$ cat config.mk
export PLATFORM = sky130hd
export DESIGN_NAME = midi_cc_receiver
export DESIGN_NICKNAME = d
export VERILOG_FILES = /design/src/rtl/midi_pkg.sv /design/src/rtl/midi_byte_classifier.sv /design/src/rtl/midi_cc_receiver.sv
export SDC_FILE = /design/constraint.sdc
export NUM_CORES = 1
export LEC_CHECK = 0
export CAP_MARGIN = 20
export CELL_PAD_IN_SITES_DETAIL_PLACEMENT = 0
export CELL_PAD_IN_SITES_GLOBAL_PLACEMENT = 1
export CORE_ASPECT_RATIO = 0.9
export CORE_MARGIN = 10
export CORE_UTILIZATION = 35
export CTS_CLUSTER_DIAMETER = 80
export DETAILED_ROUTE_END_ITERATION = 12
export PLACE_DENSITY_LB_ADDON = 0.1
export SYNTH_ARGS = -nofsm -noshare
export SYNTH_HDL_FRONTEND = slang
export SYNTH_SLANG_ARGS = --single-unit
export TNS_END_PERCENT = 20
$ cat constraint.sdc
create_clock -name clk -period 4.08 [get_ports clk]
set_input_delay 0.408 -clock clk [delete_from_list [all_inputs] [get_ports clk]]
set_output_delay 0.408 -clock clk [all_outputs]
set_load 0.005 [all_outputs]
$ cat src/rtl/midi_pkg.sv
// Shared MIDI constants, FSM encoding and byte-class record used by the
// CC receiver and the volume sender.
package midi_pkg;

  localparam logic [3:0] MIDI_NOTE_OFF    = 4'h8;
  localparam logic [3:0] MIDI_CC          = 4'hB;
  localparam logic [3:0] MIDI_PC          = 4'hC;
  localparam logic [3:0] MIDI_CHAN_PRESS  = 4'hD;

  localparam logic [6:0] MIDI_CC_VOLUME   = 7'd7;

  localparam logic [7:0] MIDI_RT_MIN      = 8'hF8;
  localparam logic [7:0] MIDI_SYSEX_START = 8'hF0;
  localparam logic [7:0] MIDI_SYSEX_END   = 8'hF7;

  typedef enum logic [1:0] {
    ST_NOSTAT = 2'd0,
    ST_D1     = 2'd1,
    ST_D2     = 2'd2
  } midi_state_t;

  typedef struct packed {
    logic       is_data;
    logic       is_chan_status;
    logic       is_syscom;
    logic       is_realtime;
    logic [1:0] data_count;
  } byte_class_t;

  // Program change and channel pressure carry one data byte; the rest carry two.
  function automatic logic [1:0] data_bytes_for(input logic [7:0] status);
    if (status[7:4] == MIDI_PC || status[7:4] == MIDI_CHAN_PRESS)
      return 2'd1;
    return 2'd2;
  endfunction

endpackage

$ cat src/rtl/midi_byte_classifier.sv
// Combinational decode of a received MIDI byte into its class and, for
// channel status bytes, the number of data bytes the message carries.
module midi_byte_classifier
  import midi_pkg::*;
(
  input  logic [7:0]  rx_byte,
  output byte_class_t cls
);

  // NOTE: every field gets a value on every path, so no latch is inferred.
  always_comb begin
    cls                = '0;
    cls.is_data        = ~rx_byte[7];
    cls.is_chan_status = rx_byte[7] && (rx_byte < MIDI_SYSEX_START);
    cls.is_syscom      = (rx_byte >= MIDI_SYSEX_START) && (rx_byte < MIDI_RT_MIN);
    cls.is_realtime    = (rx_byte >= MIDI_RT_MIN);
    if (cls.is_chan_status)
      cls.data_count = data_bytes_for(rx_byte);
  end

endmodule

$ cat src/rtl/midi_cc_receiver.sv
// MIDI receive parser: decodes Control Change messages with running status,
// transparent real-time bytes, a held volume register and an orphan counter.
module midi_cc_receiver
  import midi_pkg::*;
#(
  parameter logic [3:0] CHANNEL      = 4'd0,
  parameter logic [6:0] VOLUME_CC    = MIDI_CC_VOLUME,
  parameter logic [6:0] VOLUME_RESET = 7'd127
) (
  input  logic       clk,
  input  logic       rst,
  input  logic [7:0] rx_byte,
  input  logic       rx_valid,
  output logic       cc_valid,
  output logic [3:0] cc_channel,
  output logic [6:0] cc_number,
  output logic [6:0] cc_value,
  output logic [6:0] volume,
  output logic       volume_update,
  output logic [7:0] err_count
);

  byte_class_t cls;
  midi_state_t state;
  logic [7:0]  run_status;
  logic [1:0]  need;
  logic [6:0]  d1;
  logic        in_sysex;

  midi_byte_classifier u_classifier (
    .rx_byte (rx_byte),
    .cls     (cls)
  );

  // NOTE: all state uses non-blocking assignments so every branch sees the
  // pre-edge values, matching the register behaviour.
  always_ff @(posedge clk) begin
    if (!rst) begin
      state         <= ST_NOSTAT;
      run_status    <= '0;
      need          <= '0;
      d1            <= '0;
      in_sysex      <= 1'b0;
      cc_valid      <= 1'b0;
      cc_channel    <= '0;
      cc_number     <= '0;
      cc_value      <= '0;
      volume        <= VOLUME_RESET;
      volume_update <= 1'b0;
      err_count     <= '0;
    end else begin
      cc_valid      <= 1'b0;
      volume_update <= 1'b0;
      // Real-time bytes fall through untouched, even mid-message.
      if (rx_valid && !cls.is_realtime) begin
        if (cls.is_chan_status) begin
          run_status <= rx_byte;
          need       <= cls.data_count;
          in_sysex   <= 1'b0;
          state      <= ST_D1;
        end else if (cls.is_syscom) begin
          run_status <= '0;
          in_sysex   <= (rx_byte == MIDI_SYSEX_START);
          state      <= ST_NOSTAT;
        end else if (cls.is_data) begin
          case (state)
            ST_NOSTAT: begin
              if (!in_sysex && err_count != 8'hFF)
                err_count <= err_count + 8'd1;
            end
            ST_D1: begin
              // One-byte messages complete here and are not CCs.
              if (need != 2'd1) begin
                d1    <= rx_byte[6:0];
                state <= ST_D2;
              end
            end
            ST_D2: begin
              state <= ST_D1;
              if (run_status[7:4] == MIDI_CC) begin
                cc_valid   <= 1'b1;
                cc_channel <= run_status[3:0];
                cc_number  <= d1;
                cc_value   <= rx_byte[6:0];
                if (run_status[3:0] == CHANNEL && d1 == VOLUME_CC) begin
                  volume        <= rx_byte[6:0];
                  volume_update <= 1'b1;
                end
              end
            end
            default: state <= ST_NOSTAT;
          endcase
        end
      end
    end
  end

endmodule

==> results by group, run 1 <==
Run status
  – Status: finished, final reports clean

Finish
  – Commonest non-fill, non-tap cell in the layout: dfxtp_1
  – Share of cells above drive strength 1: 0.0524
  – Synth-to-layout area growth: 28.3%
  – Finished Core Util: 0.460
  – Ant. Diodes: 0
  – Most frequent cells in the layout: 55 x dfxtp_1, 45 x clkdlybuf4s50_1, 39 x nor2_1, 26 x mux2i_1
  – Final nets: 278

Yosys
  – Post-synth top area cell: dfxtp_1
  – Synth top area cells: dfxtp_1 50%, mux2i_1 12%, nor2_1 6.7%
  – EDFF count, synth: 0
  – Post-synthesis register bit count: 55
  – Unique masters post-synth: 42
  – Top FF cell, synth: dfxtp_1
  – Avg Cell Area, Syn: 9.82 um^2
  – Mapped cell area: 2190 um^2
  – Mapped Nets: ~240
  – Post-synthesis sequential area ratio: 0.503
  – Post-Syn Instances: 223
  – Post-synth ARST share: 0
  – Top cell type's share of synthesized area: 0.503
  – Yosys warnings: 0

Place
  – IO Port Bufs: 45
  – Dpl ws: 1.80 ns
  – Dpl hpwl: 3850 um
  – GPL Wtd Cong: 0.727

Route
  – Routed wire length: 5510 um
  – Vias: 1790
  – Vias per cell: around 5
  – Drt drc: 0
  – TritonRoute pass-1 iters: 4
  – DR WL/cell: approximately 16 um
  – Initial drt markers: 83
  – Final ANT Viol Nets: 0

Global routing
  – Met2 Usage GRT: 0.170
  – Initial antenna violation count: 0
  – Met3 GRT Util: 0.0448
  – Largest net degree at the start of global routing: between 40 and 50
  – First-pass GRT wire length: 8940 um
  – Global route overflow: 0
  – Gr usage total: 0.115
  – Vias in the first global route: 1790
  – GRT met1 Usage: 0.150
  – Global route hottest layer: met2

Worst setup path
  – CP Cell Sequence: clkdlybuf4s50_1 -> and3_1 -> nor2_1 -> nand3b_1 -> o211a_1
  – WS Path Type: in -> reg
  – Reg-to-Reg End: volume[2]
  – CP peak stage delay: about 0.57 ns
  – Reg-to-reg setup timing slack: ~2.4 ns
  – CP Buf/Inv Count: 1
  – Critical Path RT: approximately 4.3 ns
  – Crit-path max FO: 10
  – Critical Path Sink Type: flip-flop
  – Critical path's top delay family: simple AND/OR/NAND/NOR gates
  – Startpoint Class: input port
  – Critical path's slowest cell: clkdlybuf4s50_1
  – Cell depth of the worst setup path: 5
  – Worst R2R Start: d1[4]
  – Worst Reg-to-Reg Cells: 4
  – CP Data Arrival Time: 2.20 ns

Die
  – Core footprint: around 6000 um^2
  – Initial Util: 0.358
  – Num ports: between 40 and 50
  – Die height: 95.1 um
  – Full die area: around 10000 um^2
  – # rows: 27
  – Die X: ~100 um

Timing
  – Max-slew violation count: 0
  – Post-layout minimum cycle time: 1.99 ns
  – WHS: ~0.48 ns
  – Final TNS setup: 0 ns
  – Fin worst setup slack: around 2.1 ns
  – Final Cycle Share: 0.488
  – Final hold vios: 0
  – Fmax: 0.502 GHz
  – Setup violations, final: 0
  – Worst Tran Pin Value: 0.783 ns
  – Clock Skews: about 0.0091 ns
  – Worst slew margin: 0.478
  – RSZ-0062 raised after global routing: false

Hold path
  – Hold_sp: in_sysex
  – HP Class: reg -> reg
  – Worst hold endpoint: in_sysex
  – Hold depth: 2

Power and ir drop
  – Pwr/cell area: about 330 nW/um^2
  – VDD IR max: 0.000205 V
  – Leakage: 0.00118 uW

Clocking
  – CTS root buffer: clkbuf_8
  – CTS tree: done
  – Hold buffers post-CTS: 0
  – Post-CTS resize count: 0
  – Clock slew at reported path FFs: 0.10 ns
  – Post-CTS setup buffer count: 0
  – TritonCTS buffer count: 5
  – Clk sink count: 55
  – Clk Latency, worst-skew pair: 0.30 ns
  – H-tree depth: 2
  – Clock tree buffer depth: 2

Job
  – Max_cap viols: 0
-- worst max-delay path by stage --
stage	from	slack [ns]	to
3_3_place_gp	rx_byte[6]	1.75	need[1]
4_1_cts	rx_valid	2.12	d1[1]
5_1_grt	rx_valid	1.93	d1[2]
3_5_place_dp	rx_valid	1.80	d1[1]
2_1_floorplan	rx_byte[7]	2.53	volume[6]
6_report	rx_byte[5]	2.09	need[1]
-- metrics by stage --
stage | instance area (um^2) | instances | total power (uW)
after global placement | 2720 | 346 | 629
final | 2810 | 354 | 928
after CTS | 2810 | 354 | 942
after detailed placement | 2720 | 346 | 628
after global routing | 2810 | 354 | 967
after floorplan | 2190 | 223 | 597
-- sequential cells by signal (all words and copies together), names as in the netlist --
signal and cells:
err_count 8, run_status 8, cc_number 7, cc_value 7, d1 7, volume 7, cc_channel 4, need 2
state 2, cc_valid 1, in_sysex 1, volume_update 1
-- tightest hold or removal path: stages (launching register included) --
cell     delay [ns]
dfxtp_1        0.32
nand2_1        0.05
a21oi_1        0.06
-- layer usage --
layer  vias up  share of wire
met5         -              0
met2        48           0.40
met4         0          0.011
met3         6          0.089
li1        901              -
met1       835           0.50
-- logic make-up after synthesis --
logic type      share of synthesized area
compound gates                      0.111
xor+xnor                          0.00800
fa+ha+maj                         0.00571
buf+inv                            0.0223
flops                               0.503
mux                                 0.119
simple gates                        0.232
-- layout make-up --
| cell class | instances | area (um^2) |
|---|---|---|
| well taps | 87 | 109 |
| repair buffers | 46 | 458 |
| multi-input cells | 156 | 1040 |
| flip-flops and latches | 55 | 1100 |
| clock buffers | 7 | 86.3 |
| inverters | 2 | 7.51 |
| clock inverters | 1 | 8.76 |
| fillers | 624 | 3300 |
-- cell usage after synthesis, types with 2 or more instances --
cell type and n:
nand3_1 12, o21ai_0 12, o41ai_1 2, or3_1 2, dfxtp_1 55, nand3b_1 2
nor2_1 39, mux2i_1 26, or4b_1 7, buf_2 3, xor2_1 2, nand4_1 3
o211ai_1 2, or4_1 2, a22oi_1 7, nor3_1 2, and3_1 3, a21oi_1 6
nand2_1 6, nand2b_1 2, clkbuf_1 7
-- where the power goes --
group / switching [uW] / leakage, uW / internal [uW]
logic: 36.6 / 0.000684 / 25.5
registers: 8.43 / 0.000445 / 545
clock network: 173 / 0.0000484 / 140
No activity file was read; power rests on OpenSTA's default activity.
==> inputs of run 2 (changes only) <==
Clock period 4.08 ns to 1.9 ns, I/O delays scaled along.
==> results by group, run 2 (synthesized netlist as in run 1, its figures left out) <==
Die
  – Die X: 103 um (unchanged)
  – Num ports: 46 (unchanged)
  – Core footprint: 6110 um^2 (unchanged)
  – Full die area: 9830 um^2 (unchanged)
  – # rows: 27 (unchanged)
  – Die height: 95.1 um (unchanged)
  – Initial Util: 0.358 (unchanged)

Timing
  – Clock Skews: 0.00716 ns (-0.00190 ns)
  – Final hold vios: 0 (unchanged)
  – Max-slew violation count: 0 (unchanged)
  – Setup violations, final: 0 (unchanged)
  – Fmax: 0.609 GHz
  – Final Cycle Share: 0.864
  – WHS: 0.472 ns (-0.00637 ns)
  – Worst slew margin: 0.708 (+0.230)
  – Fin worst setup slack: 0.259 ns (-1.83 ns)
  – Worst Tran Pin Value: 0.437 ns (-0.346 ns)
  – RSZ-0062 raised after global routing: false
  – Post-layout minimum cycle time: 1.64 ns

Global routing
  – First-pass GRT wire length: 9480 um (+6.1%)
  – Initial antenna violation count: 0 (unchanged)
  – Largest net degree at the start of global routing: 25 (-47%)
  – Gr usage total: 0.122 (+0.00705)
  – Vias in the first global route: 1787 (-0.17%)
  – Global route overflow: 0 (unchanged)

Power and ir drop
  – VDD IR max: 0.000399 V (+95%)
  – Sw Share: 0.214 (-0.0215)
  – Leakage: 0.00128 uW (+8.3%)
  – Pwr/cell area: 754 nW/um^2 (+130%)
  – Clock share of power: 0.403 (+0.066)
  – Sequential Power Share: 0.528 (-0.068)
  – Pint: 1770 uW (+150%)
  – Switching power: 481 uW (+120%)
  – Combinational power share: 0.070 (+0.003)

Route
  – Highest layer used for signal routing: met4
  – WL met2: 2410 um (+8.1%)
  – Final ANT Viol Nets: 0 (unchanged)
  – Wire length on met3: 434 um (-11%)
  – Routed wire length: 5790 um (+5.1%)
  – Drt drc: 0 (unchanged)
  – Initial drt markers: 81 (-2.4%)
  – Vias: 1834 (+2.5%)
  – TritonRoute pass-1 iters: 5 (+1)
  – Metal-1 WL: 2920 um (+6.8%)
  – Vias per cell: 4.97 (-1.7%)
  – DR WL/cell: 15.7 um (+0.79%)

Clocking
  – CTS root buffer: clkbuf_8
  – Hold buffers post-CTS: 0 (unchanged)
  – Post-CTS resize count: 0 (unchanged)
  – H-tree depth: 2 (unchanged)
  – Clock tree buffer depth: 2 (unchanged)
  – Clk Latency, worst-skew pair: 0.31 ns (about the same)
  – Post-CTS setup buffer count: 0 (unchanged)
  – Clock slew at reported path FFs: 0.10 ns (about the same)
  – CTS tree: done
  – Clk sink count: 55 (unchanged)
  – TritonCTS buffer count: 5 (unchanged)

Job
  – Max_cap viols: 0 (unchanged)

Finish
  – Commonest non-fill, non-tap cell in the layout: dfxtp_1
  – Top Registers: err_count: 8 flops, run_status: 8 flops
  – Synth-to-layout area growth: 36.3%
  – Share of cells above drive strength 1: 0.103 (+0.0504)
  – FILL cells: 606 (-2.9%)
  – Final nets: 293 (+5.4%)
  – Most frequent cells in the layout: 55 x dfxtp_1, 45 x clkdlybuf4s50_1, 39 x nor2_1, 26 x mux2i_1, 14 x buf_4
  – Ant. Diodes: 0 (unchanged)

Place
  – Dpl hpwl: 4130 um (+7.1%)
  – IO Port Bufs: 45 (unchanged)
  – Dpl ws: -0.0480 ns (-1.84 ns)
  – GPL Wtd Cong: 0.783 (+7.7%)

Run status
  – Status: finished, final reports clean

Worst setup path
  – Critical Path Sink Type: flip-flop
  – Critical Path RT: 2.15 ns (-2.14 ns)
  – Crit-path max FO: 9 (-1)
  – Startpoint Class: input port
  – WS Path Type: in -> reg
  – CP Data Arrival Time: 1.89 ns (-0.31 ns)

Hold path
  – HP Class: reg -> reg
==> run 2: layout make-up <==
cell class                      count  area (um^2)  area share
Sequential cell                    55         1100       0.369
Timing Repair Buffer               61          596       0.199
Multi-Input combinational cell    156         1040       0.349
Inverter                            2         7.51     0.00251
Clock buffer                        6         72.6      0.0243
Clock inverter                      2         60.1      0.0201
Tap cell                           87          109      0.0364
==> run 2: final timing paths <==
kind / end / slack, ns / cells after the start / start
hold / removal: in_sysex / 0.47 / 2 / in_sysex
setup / recovery: volume[5] / 0.26 / 5 / rx_byte[7]
hold reg to reg: in_sysex / 0.47 / 2 / in_sysex
setup reg to reg: volume[5] / 0.28 / 4 / d1[4]
==> run 2: critical path, cell delays in order <==
cell,delay (ns)
clkdlybuf4s50_1,0.52
and4bb_1,0.36
nand4_2,0.20
or4b_1,0.52
nand3_1,0.09
==> run 2: power by group through the flow <==
stage / clock [uW] / sequential (uW) / combinational (uW)
after floorplan: 0 / 1210 / 73.4
after global placement: 0 / 1220 / 158
after detailed placement: 0 / 1210 / 157
after CTS: 933 / 1190 / 158
after global routing: 963 / 1190 / 175
final: 906 / 1190 / 157
==> run 2: per-stage QoR <==
step	power (uW)	TNS [ns]	cell area, um^2	utilization	instances
2_1_floorplan	1280	0	2190	-	223
3_3_place_gp	1370	0	2850	0.467	361
3_5_place_dp	1370	-0.297	2850	0.467	361
4_1_cts	2280	0	2990	0.488	369
5_1_grt	2330	0	2990	0.488	369
6_report	2250	0	2990	0.488	369
==> run 2: metal layers <==
| metal | vias to the layer above | track usage |
|---|---|---|
| met3 | 2 | 0.0383 |
| met5 | - | 0 |
| met4 | 0 | 0.0313 |
| met1 | 852 | 0.167 |
| met2 | 48 | 0.181 |
| li1 | 932 | - |
